==> src/rtl/ahb_addr_decoder.sv <==
// AHB address decoder for a 4-slave bus with a built-in default slave.
// Drives HSEL1..4 in the address phase and SEL, HREADY and HRESP in the data phase.
module ahb_addr_decoder #(
  parameter logic [31:0] ADDR_MASK = 32'hF000_0000,
  parameter logic [31:0] S1_BASE   = 32'h0000_0000,
  parameter logic [31:0] S2_BASE   = 32'h1000_0000,
  parameter logic [31:0] S3_BASE   = 32'h2000_0000,
  parameter logic [31:0] S4_BASE   = 32'h3000_0000
) (
  input  logic        HCLK,
  input  logic        HRESET,
  input  logic [31:0] HADDR,
  input  logic [1:0]  HTRANS,
  input  logic        HREADYOUT,
  input  logic        HRESP_IN,
  output logic        HSEL1,
  output logic        HSEL2,
  output logic        HSEL3,
  output logic        HSEL4,
  output logic [1:0]  SEL,
  output logic        DEF_ACTIVE,
  output logic        HREADY,
  output logic        HRESP
);

  typedef enum logic [1:0] {DIDLE, ERR1, ERR2} def_state_t;

  logic [31:0] masked;
  logic [3:0]  hit;
  logic [3:0]  hsel;
  logic [1:0]  hit_idx;
  logic        miss;
  logic        errq_nxt;

  logic [1:0]  sel_dp;
  logic        def_dp;
  logic        errq;
  logic        def_ready;
  def_state_t  state;

  assign masked = HADDR & ADDR_MASK;
  assign hit[0] = (masked == S1_BASE);
  assign hit[1] = (masked == S2_BASE);
  assign hit[2] = (masked == S3_BASE);
  assign hit[3] = (masked == S4_BASE);
  assign miss   = ~|hit;

  // Overlapping regions resolve to the lowest-numbered slave.
  always_comb begin
    hit_idx = 2'd0;
    if      (hit[0]) hit_idx = 2'd0;
    else if (hit[1]) hit_idx = 2'd1;
    else if (hit[2]) hit_idx = 2'd2;
    else if (hit[3]) hit_idx = 2'd3;
  end

  assign hsel     = (HRESET || miss) ? 4'b0000 : (4'b0001 << hit_idx);
  assign HSEL1    = hsel[0];
  assign HSEL2    = hsel[1];
  assign HSEL3    = hsel[2];
  assign HSEL4    = hsel[3];
  assign errq_nxt = miss & HTRANS[1];

  always_ff @(posedge HCLK) begin
    if (HRESET) begin
      sel_dp    <= 2'd0;
      def_dp    <= 1'b1;
      errq      <= 1'b0;
      def_ready <= 1'b1;
      state     <= DIDLE;
    end else begin
      if (HREADY) begin
        sel_dp <= hit_idx;
        def_dp <= miss;
        errq   <= errq_nxt;
      end
      case (state)
        DIDLE: if (HREADY && errq_nxt) begin
          state     <= ERR1;
          def_ready <= 1'b0;
        end
        ERR1: begin
          state     <= ERR2;
          def_ready <= 1'b1;
        end
        ERR2: begin
          // HREADY is high in ERR2, so this edge always takes the next address phase.
          if (errq_nxt) begin
            state     <= ERR1;
            def_ready <= 1'b0;
          end else begin
            state     <= DIDLE;
          end
        end
        default: begin
          state     <= DIDLE;
          def_ready <= 1'b1;
        end
      endcase
    end
  end

  // errq is high exactly while the default slave is in ERR1/ERR2, so it doubles as its HRESP.
  assign SEL        = sel_dp;
  assign DEF_ACTIVE = def_dp;
  assign HREADY     = def_dp ? def_ready : HREADYOUT;
  assign HRESP      = def_dp ? errq      : HRESP_IN;

  logic unused_ok;
  assign unused_ok = HTRANS[0];

endmodule

==> config.mk <==
export PLATFORM = sky130hd
export DESIGN_NAME = ahb_addr_decoder
export DESIGN_NICKNAME = d
export VERILOG_FILES = /design/src/rtl/ahb_addr_decoder.sv
export SDC_FILE = /design/constraint.sdc
export NUM_CORES = 1
export LEC_CHECK = 0
export BUFFER_PORTS_ARGS = -buffer_cell sky130_fd_sc_hd__buf_2
export CORE_AREA = 4 4 41 43
export DETAILED_ROUTE_END_ITERATION = 7
export DIE_AREA = 0 0 45 47
export PLACE_DENSITY_LB_ADDON = 0.2
export SLEW_MARGIN = 20
export SYNTH_ARGS = -nofsm -noshare
export SYNTH_HDL_FRONTEND = slang
export SYNTH_SLANG_ARGS = --single-unit
export TNS_END_PERCENT = 5
==> constraint.sdc <==
create_clock -name HCLK -period 1.55 [get_ports HCLK]
set_clock_uncertainty 0.05 [all_clocks]
set_input_delay 0.0775 -clock HCLK [delete_from_list [all_inputs] [get_ports HCLK]]
set_output_delay 0.0775 -clock HCLK [all_outputs]
set_load 0.05 [all_outputs]
==> reports/results.tsv, run 1 <==
metric	value	unit
data required time of the critical path	1420	ps
Yosys reg bits	7	
Mapped Avg Cell Area	8.937	um2
worst r2r src	DEF_ACTIVE	
grt ovf	0	
PostCTS Resize Cnt	0	
Post-DP HPWL	609.2	um
Post-Place Setup Slack	400.8	ps
worst-skew pair later-pin latency	250	ps
CP startpoint	DEF_ACTIVE	
Switching Fraction	31.10	%
yosys warns	0	
# nets final	95	
Synth Cell Area	312.8	um2
peak fanout along the critical path	5	
Int Pwr	0.3246	mW
syn nets	73	
Comb pwr share	22.7	%
endpoints failing hold	0	
RSZ-0062 raised after global routing	false	
clock sinks	7	
Setup Viol. Count Final	0	
site row count	13	
Yosys top cell area share	44.80	%
design area	451.7	um2
CTS Buffer Depth	2	
P_leak	0.2147	nW
CP Class	flip-flop to output pin	
remaining antenna violation count	0	
placed cells	67	
Min-Delay Path Class	primary input to flip-flop	
# diodes	0	
WL final	776	um
peak supply drop	0.3697	mV
share of layout cells above drive strength 1	46.43	%
Final min period	1362	ps
status	finished clean	
first-pass iteration count of the detailed router	2	
Starting Density	24.04	%
RD Place Congestion	0.6300	
vias in the first global route	280	
critical path depth in cells	3	
fin cells	71	
Startpoint Class	flip-flop	
cell count after synthesis	35	
Period Utilization, post-route	87.89	%
total power	0.4711	mW
Flop pwr share	42.4	%
Critical path buffers and inverters	2	
Clk network pwr share	34.9	%
first-pass GRT wire length	1.179	mm
Net Switching	0.1465	mW
I/O Pins	47	
Placed Area	425.4	um2
DRC Markers	0	
Die Y	47	um
post-synthesis sequential area ratio	44.80	%
cts hold-fix bufs	0	
RR Endpoint	state[0]	
initial antenna violation count	0	
Max Slew Vio Count	0	
Yosys cell types	22	
Max stage delay cell, worst path	dfxtp_1	
pwr/cell area	1043	nW/um2
CP delay by family, top	flip-flops	
chip width	45	um
Tot GR Track Use	8.623	%
min-delay src	HTRANS[1]	
crit path cell chain	mux2i_2 -> inv_2 -> buf_2	
post-CTS setup buffer count	0	
largest net degree at the start of global routing	10	
Vias per Instance	4.662	
synth-to-layout area growth	44.40	%
clock root buffer	clkbuf_4	
worst-margin pin slew	309.2	ps
ranking of synthesized cells by area	dfxtp_1, nand3_1, mux2i_2, mux2_2, nand2_1	
Num CTS Buffers	3	
cell taking the most area after synthesis	dfxtp_1	
die area	2115	um2
WP data arrival	1230	ps
vias	331	
R2R Setup Slk	400	ps
fin util	34.71	%
relative slew slack	79.12	%
MaxCap Viol Count	0	
Peak Freq	734.1	MHz
DR WL/cell	10.93	um
Clock transition at path regs	50	ps
H-tree lvl count	1	
Port Buffer Count	17	
Crit. End Element	output pin	
Core Region	1301	um2
Final WS setup	187.7	ps
critical path endpoint	HREADY	
Max stage delay on crit path	420	ps
CTS tree	yes	
Iter 0 DRT Violations	2	
r2r worst-path depth	3	
## state kept, by name, indices dropped and copies added, names as in the netlist
| signal | flops |
|---|---|
| errq | 1 |
| SEL | 2 |
| def_ready | 1 |
| state | 2 |
| DEF_ACTIVE | 1 |
## metal layers
layer / GRT usage (%) / wire length, um
met1: 10.96 / 405
met2: 9.040 / 242
met3: 4.215 / 93
met4: 10.53 / 34
met5: 0 / 0
## cell usage in the layout, fill, tap and decap left out
cell,Yosys,layout
or2_2,1,1
inv_1,1,1
buf_2,1,17
dfxtp_1,7,7
o311ai_0,1,1
clkbuf_4,0,3
nand3_1,3,3
inv_2,1,1
buf_4,0,1
nor4_2,0,1
nor2_1,3,3
nor3_1,1,1
a211o_1,1,1
o2111a_1,1,1
and3b_1,1,1
clkbuf_1,0,1
a31oi_1,1,1
a21oi_1,2,2
o21ai_0,1,1
nor3b_1,1,1
a211oi_1,1,1
and3_1,1,1
mux2i_2,1,1
mux2_2,1,1
nand2_1,3,3
## final cells by class
type	count	area, um2
flip-flops and latches	7	140.1
multi-input cells	25	166.4
clock buffers	4	26.28
repair buffers	18	92.59
well taps	15	18.77
fillers	149	849.6
inverters	2	7.507
## worst reg2reg max path, cell delays in order, from the launching register on
cell and delay, ps:
dfxtp_1 420, mux2i_2 270, inv_2 80, o2111a_1 230
## synth_stat cells, drive strengths merged
cell type and number:
mux2 1, a211o 1, a31oi 1, inv 2, nand3 3, dfxtp 7
a211oi 1, mux2i 1, nor3b 1, o311ai 1, nor2 3, nor4 1
nor3 1, a21oi 2, or2 1, buf 1, o21ai 1, and3 1
nand2 3, o2111a 1, and3b 1
## stage by stage
stage	hold slack, ps	setup TNS [ps]
final	56.52	0
after global placement	317.8	0
after floorplan	179.4	-198.4
after detailed placement	322.3	0
after CTS	55.60	0
after global routing	55.69	0
## cells by family after synthesis
| group | synth area share, % |
|---|---|
| AO/OA/AOI/OAI | 18.40 |
| flip-flops | 44.80 |
| multiplexers | 7.999 |
| AND/OR/NAND/NOR | 24.80 |
| buffers and inverters | 3.996 |
## power by group through the flow
stage / Combinational [mW] / Sequential (mW) / Clock, mW
after floorplan: 0.0610 / 0.214 / 0
after global placement: 0.108 / 0.204 / 0
after detailed placement: 0.108 / 0.203 / 0
after CTS: 0.109 / 0.200 / 0.168
after global routing: 0.115 / 0.201 / 0.178
final: 0.107 / 0.200 / 0.164
## worst min path at each step
stage	endpoint	slack, ps	depth (start not counted)
2_1_floorplan	SEL[1]	180	2
3_3_place_gp	state[0]	320	2
3_5_place_dp	state[0]	320	2
4_1_cts	state[0]	60	2
5_1_grt	state[0]	60	2
6_report	state[0]	60	2
(Power assumes the default switching activity.)
==> inputs of run 2 (changes only) <==
--- a/config.mk
+++ b/config.mk
@@ -5,6 +5,7 @@
 export SDC_FILE = /design/constraint.sdc
 export NUM_CORES = 1
 export LEC_CHECK = 0
+export ABC_AREA = 1
 export BUFFER_PORTS_ARGS = -buffer_cell sky130_fd_sc_hd__buf_2
 export CORE_AREA = 4 4 41 43
 export DETAILED_ROUTE_END_ITERATION = 7
==> reports/results.tsv, run 2 <==
metric	value	unit	change
worst-margin pin slew	256.7	ps	-52.58 ps
Mapped Avg Cell Area	6.621	um2	-26%
Setup Viol. Count Final	0		unchanged
multiplexer share of the synthesized area	0	%	-8.0 points
Comb pwr share	35.7	%	+13 points
post-CTS setup buffer count	0		unchanged
design area	474.2	um2	+5.0%
Tot GR Track Use	7.759	%	-0.86 points
vias in the first global route	320		+14%
# nets final	109		+15%
min-delay src	HREADYOUT		
setup TNS	0	ps	unchanged
first-pass iteration count of the detailed router	3		+1
synth-to-layout area growth	49.21	%	
Crit. End Element	output pin		
WHS Endpoint	DEF_ACTIVE		
Flop pwr share	37.4	%	-5.0 points
# diodes	0		unchanged
CTS tree	yes		
DRC Markers	0		unchanged
Vias per Instance	4.200		-9.9%
data required time of the critical path	1420	ps	about the same
vias	357		+7.9%
Iter 0 DRT Violations	6		+4
Min-Delay Path Class	primary input to flip-flop		
I/O Pins	47		unchanged
initial antenna violation count	0		unchanged
Peak Freq	676.2	MHz	-7.9%
XOR/XNOR Fraction of Synth Area	0	%	unchanged
die area	2115	um2	unchanged
Port Buffer Count	17		unchanged
Yosys reg bits	7		unchanged
worst r2r src	DEF_ACTIVE		
peak supply drop	0.7905	mV	+110%
Compound-Gate Fraction of Synth Area	11.02	%	-7.4 points
Post-DP HPWL	618.7	um	+1.6%
endpoints failing hold	0		unchanged
Core Region	1301	um2	unchanged
worst-skew pair later-pin latency	250	ps	about the same
RD Place Congestion	0.6849		+8.7%
commonest non-fill, non-tap cell in the layout	buf_2		
MaxCap Viol Count	0		unchanged
synth cell count leaders	nor2_1, nand2_1, dfxtp_1, inv_1		
site row count	13		unchanged
WL final	727	um	-6.3%
remaining antenna violation count	0		unchanged
r2r worst-path depth	5		+2
CP Class	primary input to output pin		
Yosys cell types	12		-45%
Yosys top cell area share	44.09	%	-0.71 points
flip-flop and latch area	141.4	um2	+0.89%
most frequent cells in the layout	buf_2, nor2_1, nand2_1		
area share of fa/ha/maj cells after synthesis	0	%	unchanged
cell count after synthesis	48		+37%
first-pass GRT wire length	1.138	mm	-3.5%
relative slew slack	82.83	%	+3.7 points
Post-Place Setup Slack	432.6	ps	+31.80 ps
Clk network pwr share	26.9	%	-8.0 points
post-synthesis sequential area ratio	44.09	%	-0.71 points
largest net degree at the start of global routing	6		-4
yosys warns	0		unchanged
Net Switching	0.2360	mW	+61%
CP startpoint	HRESET		
Num CTS Buffers	3		unchanged
Post-synth ARST share	0	%	unchanged
clock sinks	7		unchanged
Starting Density	24.42	%	+0.38 points
Hold Path Stages	3		+1
R2R Setup Slk	430	ps	+30 ps
Synth Cell Area	317.8	um2	+1.6%
RSZ-0062 raised after global routing	true		
WP data arrival	1350	ps	+120 ps
dominant cell by count in the synthesized netlist	nor2_1		
cell taking the most area after synthesis	dfxtp_1		
DR WL/cell	8.553	um	-22%
ranking of synthesized cells by area	dfxtp_1, nor2_1, nand2_1, inv_1, a21oi_1		
Placed Area	427.9	um2	+0.59%
Max Slew Vio Count	0		unchanged
fin util	36.44	%	+1.7 points
Layout fillers	150		+0.67%
Die Y	47	um	unchanged
area of the multi-input gates	156.4	um2	-6.0%
syn nets	86		+18%
chip width	45	um	unchanged
status	finished clean		
peak fanout along the critical path	4		-1
largest family of logic cells by synthesized area	simple AND/OR/NAND/NOR gates		
Clock transition at path regs	50	ps	about the same
RR Endpoint	SEL[0]		
Final min period	1479	ps	+116.6 ps
clock root buffer	clkbuf_4		
H-tree lvl count	1		unchanged
Period Utilization, post-route	95.41	%	+7.5 points
CTS Buffer Depth	2		unchanged
pwr/cell area	1281	nW/um2	+23%
Post-synth EDFFs	0		unchanged
post-synthesis simple-gate area fraction	36.61	%	+12 points
dominant synthesized flop cell	dfxtp_1		
P_leak	0.2580	nW	+20%
grt ovf	0		unchanged
total power	0.6074	mW	+29%
Switching Fraction	38.86	%	+7.8 points
share of layout cells above drive strength 1	32.86	%	-14 points
Final WS setup	71.16	ps	-116.6 ps
Int Pwr	0.3714	mW	+14%
Startpoint Class	primary input		
-- run 2: changes by cell type after synthesis, sizes merged, moves of 2 or more --
| cell | previous run | this run |
|---|---|---|
| nor2 | 3 | 12 |
| nand2 | 3 | 9 |
| inv | 2 | 7 |
| o21ai | 1 | 4 |
| nand3 | 3 | 1 |
| nor3 | 1 | 3 |
-- run 2: per-stage QoR --
stage | hold WS (ps) | std cells
after floorplan | 104.3 | 48
after global placement | 242.0 | 80
after detailed placement | 242.4 | 80
after CTS | 87.43 | 85
after global routing | 112.2 | 85
final | 93.78 | 85
-- run 2: critical path, stage by stage --
cell           delay [ps]
dlygate4sd3_1         520
buf_2                 140
inv_1                 110
nand2_1               120
nor3_1                160
buf_4                 230
-- run 2: timing repair --
action,CTS,global route
hold buffers,1,0
endpoints found under the hold margin,1,0
setup endpoints to repair,0,4
gates resized for setup,0,7
-- run 2: worst max-delay path by stage --
| stage | to | slack, ps | cells after the start |
|---|---|---|---|
| after floorplan | HSEL1 | 30 | 3 |
| after global placement | SEL[0] | 430 | 5 |
| after detailed placement | SEL[0] | 430 | 5 |
| after CTS | HSEL1 | 20 | 6 |
| after global routing | HSEL2 | -20 | 6 |
| final | HSEL1 | 70 | 6 |
-- run 2: power by group through the flow --
stage / logic [mW] / registers, mW / clock network [mW]
6_report: 0.217 / 0.227 / 0.163
5_1_grt: 0.236 / 0.232 / 0.184
4_1_cts: 0.218 / 0.228 / 0.173
3_5_place_dp: 0.215 / 0.232 / 0
3_3_place_gp: 0.216 / 0.231 / 0
2_1_floorplan: 0.135 / 0.261 / 0
-- run 2: cells by family (layout without fill, tap and decap cells) --
kind of cell	after synthesis	in the layout
buf+inv	7	29
simple gates	27	27
compound gates	7	7
flops	7	7
-- run 2: routing by layer --
metal	wire length [um]	vias to the layer above	GRT usage (%)
met4	0	0	3.509
met1	307	153	7.094
met3	70	0	5.747
met2	348	9	12.99
met5	0	-	0
li1	-	195	-
-- run 2: cell type report --
class | count | share of cell area, %
clock buffer | 4 | 5.541
timing repair buffer | 18 | 22.16
tap | 15 | 3.958
multi-input combinational | 34 | 32.98
sequential | 7 | 29.82
inverter | 7 | 5.541
==> inputs of run 3 (changes only) <==
--- a/config.mk
+++ b/config.mk
@@ -8,6 +8,7 @@
 export ABC_AREA = 1
 export BUFFER_PORTS_ARGS = -buffer_cell sky130_fd_sc_hd__buf_2
 export CORE_AREA = 4 4 41 43
+export CTS_BUF_LIST = sky130_fd_sc_hd__clkbuf_4 sky130_fd_sc_hd__clkbuf_8
 export DETAILED_ROUTE_END_ITERATION = 7
 export DIE_AREA = 0 0 45 47
 export PLACE_DENSITY_LB_ADDON = 0.2
==> reports/results.tsv, run 3 (same netlist as run 2, synthesis figures left out) <==
metric	value	unit	change
fin util	36.73	%	+0.29 points
first-pass iteration count of the detailed router	3		unchanged
H-tree lvl count	1		unchanged
data required time of the critical path	1420	ps	about the same
CTS tree	yes		
Iter 0 DRT Violations	6		unchanged
status	finished clean		
clock root buffer	clkbuf_4		
peak fanout along the critical path	4		unchanged
initial antenna violation count	0		unchanged
pwr/cell area	1308	nW/um2	+2.1%
Setup Viol. Count Final	0		unchanged
share of layout cells above drive strength 1	34.29	%	+1.4 points
RSZ-0062 raised after global routing	true		
DR WL/cell	8.576	um	+0.28%
WP data arrival	1350	ps	about the same
most frequent cells in the layout	buf_2, nor2_1, nand2_1		
worst-skew pair later-pin latency	250	ps	about the same
MaxCap Viol Count	0		unchanged
CTS Buffer Depth	2		unchanged
Core Region	1301	um2	unchanged
first-pass GRT wire length	1.138	mm	unchanged
Port Buffer Count	17		unchanged
grt ovf	0		unchanged
CP Class	primary input to output pin		
design area	478.0	um2	+0.79%
RD Place Congestion	0.6849		unchanged
Post-Place Setup Slack	432.6	ps	unchanged
worst-margin pin slew	256.7	ps	unchanged
Period Utilization, post-route	95.41	%	unchanged
endpoints failing hold	0		unchanged
P_leak	0.2614	nW	+1.3%
largest net degree at the start of global routing	6		unchanged
crit path cell chain	dlygate4sd3_1 -> buf_2 -> inv_1 -> nand2_1 -> nor3_1 -> buf_4		
Starting Density	24.42	%	unchanged
post-CTS setup buffer count	0		unchanged
Max Slew Vio Count	0		unchanged
Post-DP HPWL	618.7	um	unchanged
Num CTS Buffers	3		unchanged
Vias per Instance	4.200		unchanged
relative slew slack	82.83	%	unchanged
Layout fillers	152		+1.3%
chip width	45	um	unchanged
vias	357		unchanged
Clock transition at path regs	50	ps	about the same
commonest non-fill, non-tap cell in the layout	buf_2		
Startpoint Class	primary input		
synth-to-layout area growth	50.39	%	
Peak Freq	676.2	MHz	unchanged
Crit. End Element	output pin		
# diodes	0		unchanged
Max stage delay on crit path	520	ps	about the same
Die Y	47	um	unchanged
placed cells	80		unchanged
Min-Delay Path Class	primary input to flip-flop		
Final min period	1479	ps	unchanged
vias in the first global route	317		-0.94%
setup TNS	0	ps	unchanged
Tot GR Track Use	7.759	%	unchanged
Placed Area	427.9	um2	unchanged
die area	2115	um2	unchanged
Fin Hold WS	93.39	ps	-0.3916 ps
clock sinks	7		unchanged
peak supply drop	0.7796	mV	-1.4%
WL final	729	um	+0.28%
Final WS setup	71.16	ps	unchanged
total power	0.6251	mW	+2.9%
Max stage delay cell, worst path	dlygate4sd3_1		
remaining antenna violation count	0		unchanged
site row count	13		unchanged
fin cells	85		unchanged
DRC Markers	0		unchanged
I/O Pins	47		unchanged
# nets final	109		unchanged
[run 3: cell counts in the layout (fill, tap and decap cells not counted)]
Identical to the previous run, type by type.
[run 3: path summary, 6_finish.rpt]
kind	startpoint	end	slack, ps	cells after the start
worst max-delay path	HRESET	HSEL1	70	6
worst min-delay path	HREADYOUT	DEF_ACTIVE	90	3
worst max register to register	DEF_ACTIVE	SEL[0]	430	5
worst min register to register	state[1]	state[1]	400	1
[run 3: layer usage]
metal	GRT usage (%)	vias up	wire (um)
met3	5.747	0	70
met4	3.509	0	0
met1	7.094	153	307
li1	-	195	-
met5	0	-	0
met2	12.99	9	351
[run 3: cell type report]
type / instances / area [um2] / area share, %
Multi-Input combinational cell: 34 / 156.4 / 32.72
Clock buffer: 4 / 30.03 / 6.283
Tap cell: 15 / 18.77 / 3.927
Inverter: 7 / 26.28 / 5.497
Timing Repair Buffer: 18 / 105.1 / 21.99
Sequential cell: 7 / 141.4 / 29.58
[run 3: worst max-delay path, delay by kind of cell]
family,cells,cell delay (ps)
buf+inv,4,1000
simple gates,2,280
[run 3: report_power, final]
part / switching, mW / internal [mW] / leakage [nW]
sequential: 0.0166 / 0.211 / 0.0573
combinational: 0.154 / 0.0626 / 0.186
clock: 0.0654 / 0.116 / 0.0184
total: 0.236 / 0.389 / 0.261
[run 3: what timing repair did]
item,CTS,global route
hold endpoints to repair,1,0
endpoints found under the setup margin,0,4
hold buffers,1,0
gates resized for setup,0,7
